[src/rtl/serial_frame_pkg.sv]
`default_nettype none
// +----------------------------------------------------------------------------+
// | serial_frame_pkg                                                           |
// | Frame constants and sync-state type shared by the serial frame tx and rx.  |
// | Revision: 1.0                                                              |
// +----------------------------------------------------------------------------+
package serial_frame_pkg;

  localparam int   FRAME_BITS = 10;
  localparam int   DATA_BITS  = 8;
  localparam logic MARKER_BIT = 1'b1;
  localparam logic END_BIT    = 1'b0;

  typedef enum logic [0:0] {
    HUNT   = 1'b0,
    LOCKED = 1'b1
  } sync_state_t;

  // Frame as held in the receive shift register: {end, d7..d0, marker}.
  function automatic logic frame_is_good(input logic [FRAME_BITS-1:0] f);
    return (f[0] == MARKER_BIT) && (f[FRAME_BITS-1] == END_BIT);
  endfunction

endpackage
`default_nettype wire

[src/rtl/serial_seq_checker.sv]
`default_nettype none
// +----------------------------------------------------------------------------+
// | serial_seq_checker                                                         |
// | Flags a break in an incrementing payload stream (mod 256) while locked.    |
// | Revision: 1.0                                                              |
// +----------------------------------------------------------------------------+
module serial_seq_checker
  import serial_frame_pkg::*;
(
  input  logic                 clk,
  input  logic                 reset_n,
  input  logic                 locked,
  input  logic                 rx_valid,
  input  logic [DATA_BITS-1:0] rx_data,
  output logic                 seq_err
);

  logic                 r_have_exp;
  logic [DATA_BITS-1:0] r_prev;
  logic                 r_seq_err;

  // Inputs are the receiver's next-cycle strobes, so seq_err lines up with rx_valid.
  always_ff @(posedge clk or negedge reset_n) begin
    if (!reset_n) begin
      r_have_exp <= 1'b0;
      r_prev     <= '0;
      r_seq_err  <= 1'b0;
    end else if (!locked) begin
      r_have_exp <= 1'b0;
      r_seq_err  <= 1'b0;
    end else if (rx_valid) begin
      r_seq_err  <= r_have_exp && (rx_data != r_prev + 8'd1);
      r_prev     <= rx_data;
      r_have_exp <= 1'b1;
    end else begin
      r_seq_err  <= 1'b0;
    end
  end

  assign seq_err = r_seq_err;

endmodule
`default_nettype wire

[src/rtl/serial_frame_rx.sv]
`default_nettype none
// +----------------------------------------------------------------------------+
// | serial_frame_rx                                                            |
// | Hunts for 10-bit frame alignment, locks, and delivers one byte per frame.  |
// | Optional macro: SERIAL_FRAME_RX_SEQ_CHECK_EN adds an incrementing checker. |
// | Revision: 1.0                                                              |
// +----------------------------------------------------------------------------+
module serial_frame_rx
  import serial_frame_pkg::*;
#(
  parameter int LOCK_FRAMES = 3,
  parameter int LOSS_FRAMES = 2
) (
  input  logic                 clk,
  input  logic                 reset_n,
  input  logic                 rx,
  output logic [DATA_BITS-1:0] rx_data,
  output logic                 rx_valid,
  output logic                 locked,
  output logic                 frame_err,
  output logic                 seq_err
);

  localparam logic [0:0] c_ST_HUNT   = 1'(HUNT);
  localparam logic [0:0] c_ST_LOCKED = 1'(LOCKED);
  localparam logic [3:0] c_LAST_BIT  = 4'(FRAME_BITS - 1);
  localparam logic [3:0] c_LOCK_CNT  = 4'(LOCK_FRAMES);
  localparam logic [3:0] c_LOSS_CNT  = 4'(LOSS_FRAMES);

  logic [FRAME_BITS-1:0] r_sr;
  logic [3:0]            r_bit_cnt;
  logic                  r_frame_done;
  logic [0:0]            r_state;
  logic [3:0]            r_good_cnt;
  logic [3:0]            r_bad_cnt;
  logic [DATA_BITS-1:0]  r_rx_data;
  logic                  r_rx_valid;
  logic                  r_frame_err;

  logic [0:0]            w_state_nxt;
  logic [3:0]            w_good_nxt;
  logic [3:0]            w_bad_nxt;
  logic [3:0]            w_bit_cnt_nxt;
  logic [DATA_BITS-1:0]  w_data_nxt;
  logic                  w_valid_nxt;
  logic                  w_err_nxt;
  logic                  w_slip;
  logic                  w_good;

  assign w_good = frame_is_good(r_sr);

  // r_frame_done marks the cycle after the end bit landed, when r_sr holds a whole frame.
  always_comb begin
    w_state_nxt = r_state;
    w_good_nxt  = r_good_cnt;
    w_bad_nxt   = r_bad_cnt;
    w_data_nxt  = r_rx_data;
    w_valid_nxt = 1'b0;
    w_err_nxt   = 1'b0;
    w_slip      = 1'b0;
    if (r_frame_done) begin
      case (r_state)
        c_ST_HUNT: begin
          if (w_good) begin
            w_good_nxt = r_good_cnt + 4'd1;
            if (r_good_cnt + 4'd1 == c_LOCK_CNT) begin
              w_state_nxt = c_ST_LOCKED;
              w_bad_nxt   = '0;
              w_valid_nxt = 1'b1;
              w_data_nxt  = r_sr[DATA_BITS:1];
            end
          end else begin
            w_good_nxt = '0;
            w_slip     = 1'b1;
          end
        end
        default: begin
          if (w_good) begin
            w_bad_nxt   = '0;
            w_valid_nxt = 1'b1;
            w_data_nxt  = r_sr[DATA_BITS:1];
          end else begin
            w_err_nxt = 1'b1;
            w_bad_nxt = r_bad_cnt + 4'd1;
            if (r_bad_cnt + 4'd1 == c_LOSS_CNT) begin
              w_state_nxt = c_ST_HUNT;
              w_good_nxt  = '0;
              w_slip      = 1'b1;
            end
          end
        end
      endcase
    end
  end

  // A slip keeps bit_cnt at 0 one extra cycle, pushing the window one bit later.
  always_comb begin
    w_bit_cnt_nxt = r_bit_cnt + 4'd1;
    if (w_slip || (r_bit_cnt == c_LAST_BIT)) begin
      w_bit_cnt_nxt = '0;
    end
  end

  always_ff @(posedge clk or negedge reset_n) begin
    if (!reset_n) begin
      r_sr         <= '0;
      r_bit_cnt    <= '0;
      r_frame_done <= 1'b0;
      r_state      <= c_ST_HUNT;
      r_good_cnt   <= '0;
      r_bad_cnt    <= '0;
      r_rx_data    <= '0;
      r_rx_valid   <= 1'b0;
      r_frame_err  <= 1'b0;
    end else begin
      r_sr         <= {rx, r_sr[FRAME_BITS-1:1]};
      r_bit_cnt    <= w_bit_cnt_nxt;
      r_frame_done <= (r_bit_cnt == c_LAST_BIT);
      r_state      <= w_state_nxt;
      r_good_cnt   <= w_good_nxt;
      r_bad_cnt    <= w_bad_nxt;
      r_rx_data    <= w_data_nxt;
      r_rx_valid   <= w_valid_nxt;
      r_frame_err  <= w_err_nxt;
    end
  end

  assign rx_data   = r_rx_data;
  assign rx_valid  = r_rx_valid;
  assign frame_err = r_frame_err;
  assign locked    = (r_state == c_ST_LOCKED);

`ifdef SERIAL_FRAME_RX_SEQ_CHECK_EN
  logic w_locked_nxt;
  assign w_locked_nxt = (w_state_nxt == c_ST_LOCKED);

  serial_seq_checker u_seq_checker (
    .clk      (clk),
    .reset_n  (reset_n),
    .locked   (w_locked_nxt),
    .rx_valid (w_valid_nxt),
    .rx_data  (w_data_nxt),
    .seq_err  (seq_err)
  );
`else
  assign seq_err = 1'b0;
`endif

endmodule
`default_nettype wire

[config.mk]
export PLATFORM = sky130hd
export DESIGN_NAME = serial_frame_rx
export DESIGN_NICKNAME = d
export VERILOG_FILES = /design/src/rtl/serial_frame_pkg.sv /design/src/rtl/serial_seq_checker.sv /design/src/rtl/serial_frame_rx.sv
export SDC_FILE = /design/constraint.sdc
export NUM_CORES = 1
export LEC_CHECK = 0
export CORE_ASPECT_RATIO = 1.75
export CORE_MARGIN = 10
export CORE_UTILIZATION = 54
export DETAILED_ROUTE_END_ITERATION = 10
export GPL_ROUTABILITY_DRIVEN = 0
export PLACE_DENSITY = 0.76
export SLEW_MARGIN = 10
export SYNTH_ARGS = -nofsm -noshare
export SYNTH_HDL_FRONTEND = slang
export SYNTH_HIERARCHICAL = 1
export SYNTH_SLANG_ARGS = --single-unit
[constraint.sdc]
create_clock -name clk -period 2.1 [get_ports clk]
set_input_delay 0.42 -clock clk [delete_from_list [all_inputs] [get_ports clk]]
set_output_delay 0.42 -clock clk [all_outputs]
set_load 0.01 [all_outputs]
After elaboration in Yosys (flattened, before gate mapping) --
Index checks and enable logic that the tools add are counted.
Storage, ports and cells: register bits 34, bits of input ports 3
Operators by class: add/subtract/negate cells 3, equal/unequal tests 5, muxes and demuxes 28, bitwise logic cells 1, reduce and logical (&&, ||, !) cells 7
Operator list (count):
- two-way mux 4 bit | 9
- two-way mux 8 bit | 4
- two-way mux 1 bit | 15
- adder 4 x 1 -> 4 bit, second input constant | 3
- AND reduction 3 bit | 3
- equality test 4 x 2 -> 1 bit, second input constant | 2
- equality test 4 bit, second input constant | 1
- nonzero test 2 bit | 2
- != test 2 x 1 -> 1 bit, second input constant | 1
- != test 2 bit, second input constant | 1
- logical AND 1 bit | 1
- logical OR 1 bit | 1
- inverter 1 bit | 1

Longest topological paths before layout --
word-level depth 8, depth in mapped cells 6, gate-level depth less buffers 6

Worst setup path before layout --
Ideal clock, no wire load.
path kind flip-flop to flip-flop, start point register r_good_cnt[0], end point register r_rx_data[0] (netlist: rx_data[0]), library setup time 0.125 ns, arrival 1.664 ns, data required time 1.975 ns, setup slack 0.311 ns, cell stages (with the launch flop) 6, path buffers 0, path through dfrtp_1 > ha_1 > xnor2_1 > a41oi_4 > nor2_4 > mux2_4
Between the ends: word-level cells in the longest chain between the ends 4
Ends and longest elaborated chain:
- start: declaration | RTL line serial_frame_rx.sv:34 | logic [3:0] r_good_cnt;
- start signal: assignment | RTL line serial_frame_rx.sv:120 | r_good_cnt <= w_good_nxt;
- adder 4 x 1 -> 4 bit | RTL line serial_frame_rx.sv:66 | if (r_good_cnt + 4'd1 == c_LOCK_CNT) begin
- equality test 4 x 2 -> 1 bit | RTL line serial_frame_rx.sv:66
- nonzero test 2 bit (no line)
- AND reduction 3 bit (no line)
- end signal: assignment | RTL line serial_frame_rx.sv:122 | r_rx_data <= w_data_nxt;
- end: declaration | RTL line serial_frame_rx.sv:36 | logic [DATA_BITS-1:0] r_rx_data;
Every way passes these cells. A chain may end at the register's enable or synchronous reset.

Worst setup path in the final report --
start point register r_good_cnt[0], end point register r_rx_data[5] (netlist: rx_data[5])
Same word-level chain as after synthesis.

==> results_dict.tcl <==
set metrics [dict create \
    run_status "finished clean" \
    powerDensity_mw_per_mm2 965 \
    vias 905 \
    synth_ff_type "dfrtp_1" \
    cts.repair_timing.setup_buffer_count 0 \
    cts.clk_slew.worst_paths_ps 70 \
    critical-path-max-stage-delay_ps 420 \
    critPathKind "flip-flop to flip-flop" \
    initial_antenna_violation_count 0 \
    post_synth_and_or_nand_nor_area_fraction_pct 10.7 \
    drv_cap 0 \
    timing.fmax_mhz 517 \
    synthesis.nets 120 \
    yosys.area_share.adder_pct 5.20 \
    synth-edff-count 0 \
    die_h_um 88.4 \
    timing.critical_path.from_type "flip-flop" \
    drt_initial_violations 9 \
    globalRouteOverflowTotal 0 \
    asyncSetResetFlopFracSynth_pct 100 \
    yosys_register_bits 34 \
    worst_setup_path_end_kind "flip-flop" \
    cp.required_ps 2260 \
    vdd.ir_drop.worst_mv 0.698 \
    io_buffers 13 \
    io_pins 15 \
    routed_wl_mm 2.53 \
    postSynthAreaPerCell_um2 13.0 \
    detailed_routing_iterations_pass_1 4 \
    ys.warnings.count 6 \
    finClkSkew_ps 6.06 \
    placementRows 24 \
    clkSinkCount 34 \
    fp.coreArea_mm2 0.00252 \
    yosys-mux-area-fraction_pct 8.32 \
    detail-route-antenna-nets 0 \
    compound_gate_fraction_of_synth_area_pct 11.2 \
    drc_errors 0 \
    nets 140 \
    synth-xor-area-share_pct 2.95 \
    total_die_area_mm2 0.00522 \
    synth-seq-area-share_pct 58.9 \
    first_global_vias 1012 \
    grt_pass1_wl_mm 4.52 \
    worst_ep_arrival_time_ps 2090 \
    initial_core_util_pct 57.2 \
    timing.final.crit_share_pct 92.1 \
    fp.dieW_um 59.1 \
    most_common_cell_after_layout_fill_and_taps_aside "dfrtp_1" \
    number_of_instances_resized_during_post_cts_repair 0 \
    setup_repair_after_global_routing_missed_its_margin "false" \
    clk_path_buf_depth 2 \
    combinational_family_with_the_most_area_after_synthesis "compound AO/OA/AOI/OAI gates" \
    totalNegativeSetupSlack_ps 0 \
    min_path_type "flip-flop to flip-flop" \
    postSynthCellCount 111 \
    crit_family "flip-flops" \
    dp.final_hpwl_mm 1.88 \
    final_period_minus_worst_setup_slack_ps 1930 \
    worst-path-max-fanout 9 \
    grt_use_total_pct 11.2 \
    timing.final.max_slew_violations 0 \
    cp_cell_sequence "ha_1 -> xnor2_1 -> a41oi_4 -> nor2_4 -> mux2_4" \
    flow.area_growth_from_synthesis_pct 19.1 \
    routed_via_density 5.73 \
    netlist-cell-type-count 35 \
    setup_viol 0 \
    gr-usage-met1_pct 11.4 \
    most_used_layer_global_route "met2" \
    critPathSlowestCell "dfrtp_1" \
    grt_util_met3_pct 5.45 \
    netlist_area_before_placement_mm2 0.00144 \
    holdBufCountCts 0 \
    clock_tree_from_tritoncts "yes" \
    tritoncts.num_buffers 5 \
    grt_max_degree 35 \
    grtUsageMet2_pct 18.5 \
    fraction_of_layout_cells_with_a_size_suffix_above_1_pct 18.2 \
    most-common-layout-cells "dfrtp_1, clkdlybuf4s50_1, nand2_1, mux2_4, clkbuf_8" \
    antenna_cells 0 \
    hold_viol_final 0 \
    wl_per_cell_um 16.0 \
    cts-htree-levels 2 \
    clk-insertion-delay-late_ps 280 \
    timing.critical_path.buf_inv 0 \
    hold_ws_ps 379 \
    static_leakage_nw 0.778 \
    clockRootBuffer "clkbuf_8" \
]
==> synthesized netlist by cell type (2+ instances only) <==
master | count | area [um^2]
nor3_1 | 5 | 25.0
inv_1 | 6 | 22.5
a21oi_1 | 4 | 20.0
o2bb2ai_1 | 2 | 17.5
xnor2_1 | 2 | 17.5
dfrtp_1 | 34 | 851
ha_1 | 6 | 75.1
o22ai_1 | 2 | 12.5
nand4_1 | 2 | 12.5
o21ai_0 | 3 | 15.0
nand2_1 | 8 | 30.0
nor2_1 | 6 | 22.5
a21o_1 | 2 | 15.0
mux2_4 | 8 | 120
==> flip-flops by register name, indices dropped and copies added (netlist names) <==
name	count
frame_err	1
rx_data	8
r_sr	10
r_good_cnt	4
rx_valid	1
r_bit_cnt	4
locked	1
r_frame_done	1
r_bad_cnt	4
==> area by class of cell <==
type,instances,area [um^2]
multi-input combinational,69,558
sequential,34,851
tap,26,32.5
inverter,6,22.5
clock buffer,8,110
fill,196,803
timing repair buffer,15,145
==> worst reg2reg max path, cell delays in order, from the launching register on <==
cell,delay (ps)
dfrtp_1,420
ha_1,240
xnor2_1,310
a41oi_4,180
nor2_4,330
mux2_4,340
==> metal layers <==
metal	up-vias	routed length, um	share of wire [%]
met5	-	0	0
met4	0	76	3.0
met3	8	186	7.4
met2	19	1320	52
met1	455	945	37
li1	423	-	-
==> worst paths after layout <==
| check | from | end | slack [ps] | cells past startpoint |
|---|---|---|---|---|
| setup / recovery | r_good_cnt[0] | rx_data[5] | 170 | 5 |
| hold / removal | r_sr[2] | r_sr[1] | 380 | 0 |
| setup reg to reg | r_good_cnt[0] | rx_data[5] | 170 | 5 |
| hold reg to reg | r_sr[2] | r_sr[1] | 380 | 0 |
| max in group asynchronous | reset_n | r_sr[6] | 1260 | 2 |
| min in group asynchronous | reset_n | r_bad_cnt[2] | 540 | 2 |
==> through the flow <==
| step | setup WS, ps | cells | util [%] | area (um^2) | total power [mW] |
|---|---|---|---|---|---|
| after floorplan | 311 | 111 | - | 1440 | 1.01 |
| after global placement | 231 | 150 | 63.8 | 1610 | 1.10 |
| after detailed placement | 171 | 150 | 63.8 | 1610 | 1.12 |
| after CTS | 155 | 158 | 68.2 | 1720 | 1.67 |
| after global routing | 35.4 | 158 | 68.2 | 1720 | 1.76 |
| final | 165 | 158 | 68.2 | 1720 | 1.66 |
==> logic make-up after synthesis <==
family                     after synthesis
buffers and inverters                    8
other                                    1
AOI/OAI and AO/OA                       20
adders and majority gates                6
DFF                                     34
muxes                                    8
and+or+nand+nor                         30
xor gates and xnor gates                 4
==> where the power goes <==
part           internal (mW)  switching, mW  leakage, nW
Clock                  0.331          0.219       0.0575
Sequential             0.744         0.0841        0.443
Combinational          0.136          0.144        0.278
Note: power is estimated with default switching activity, not from simulation.
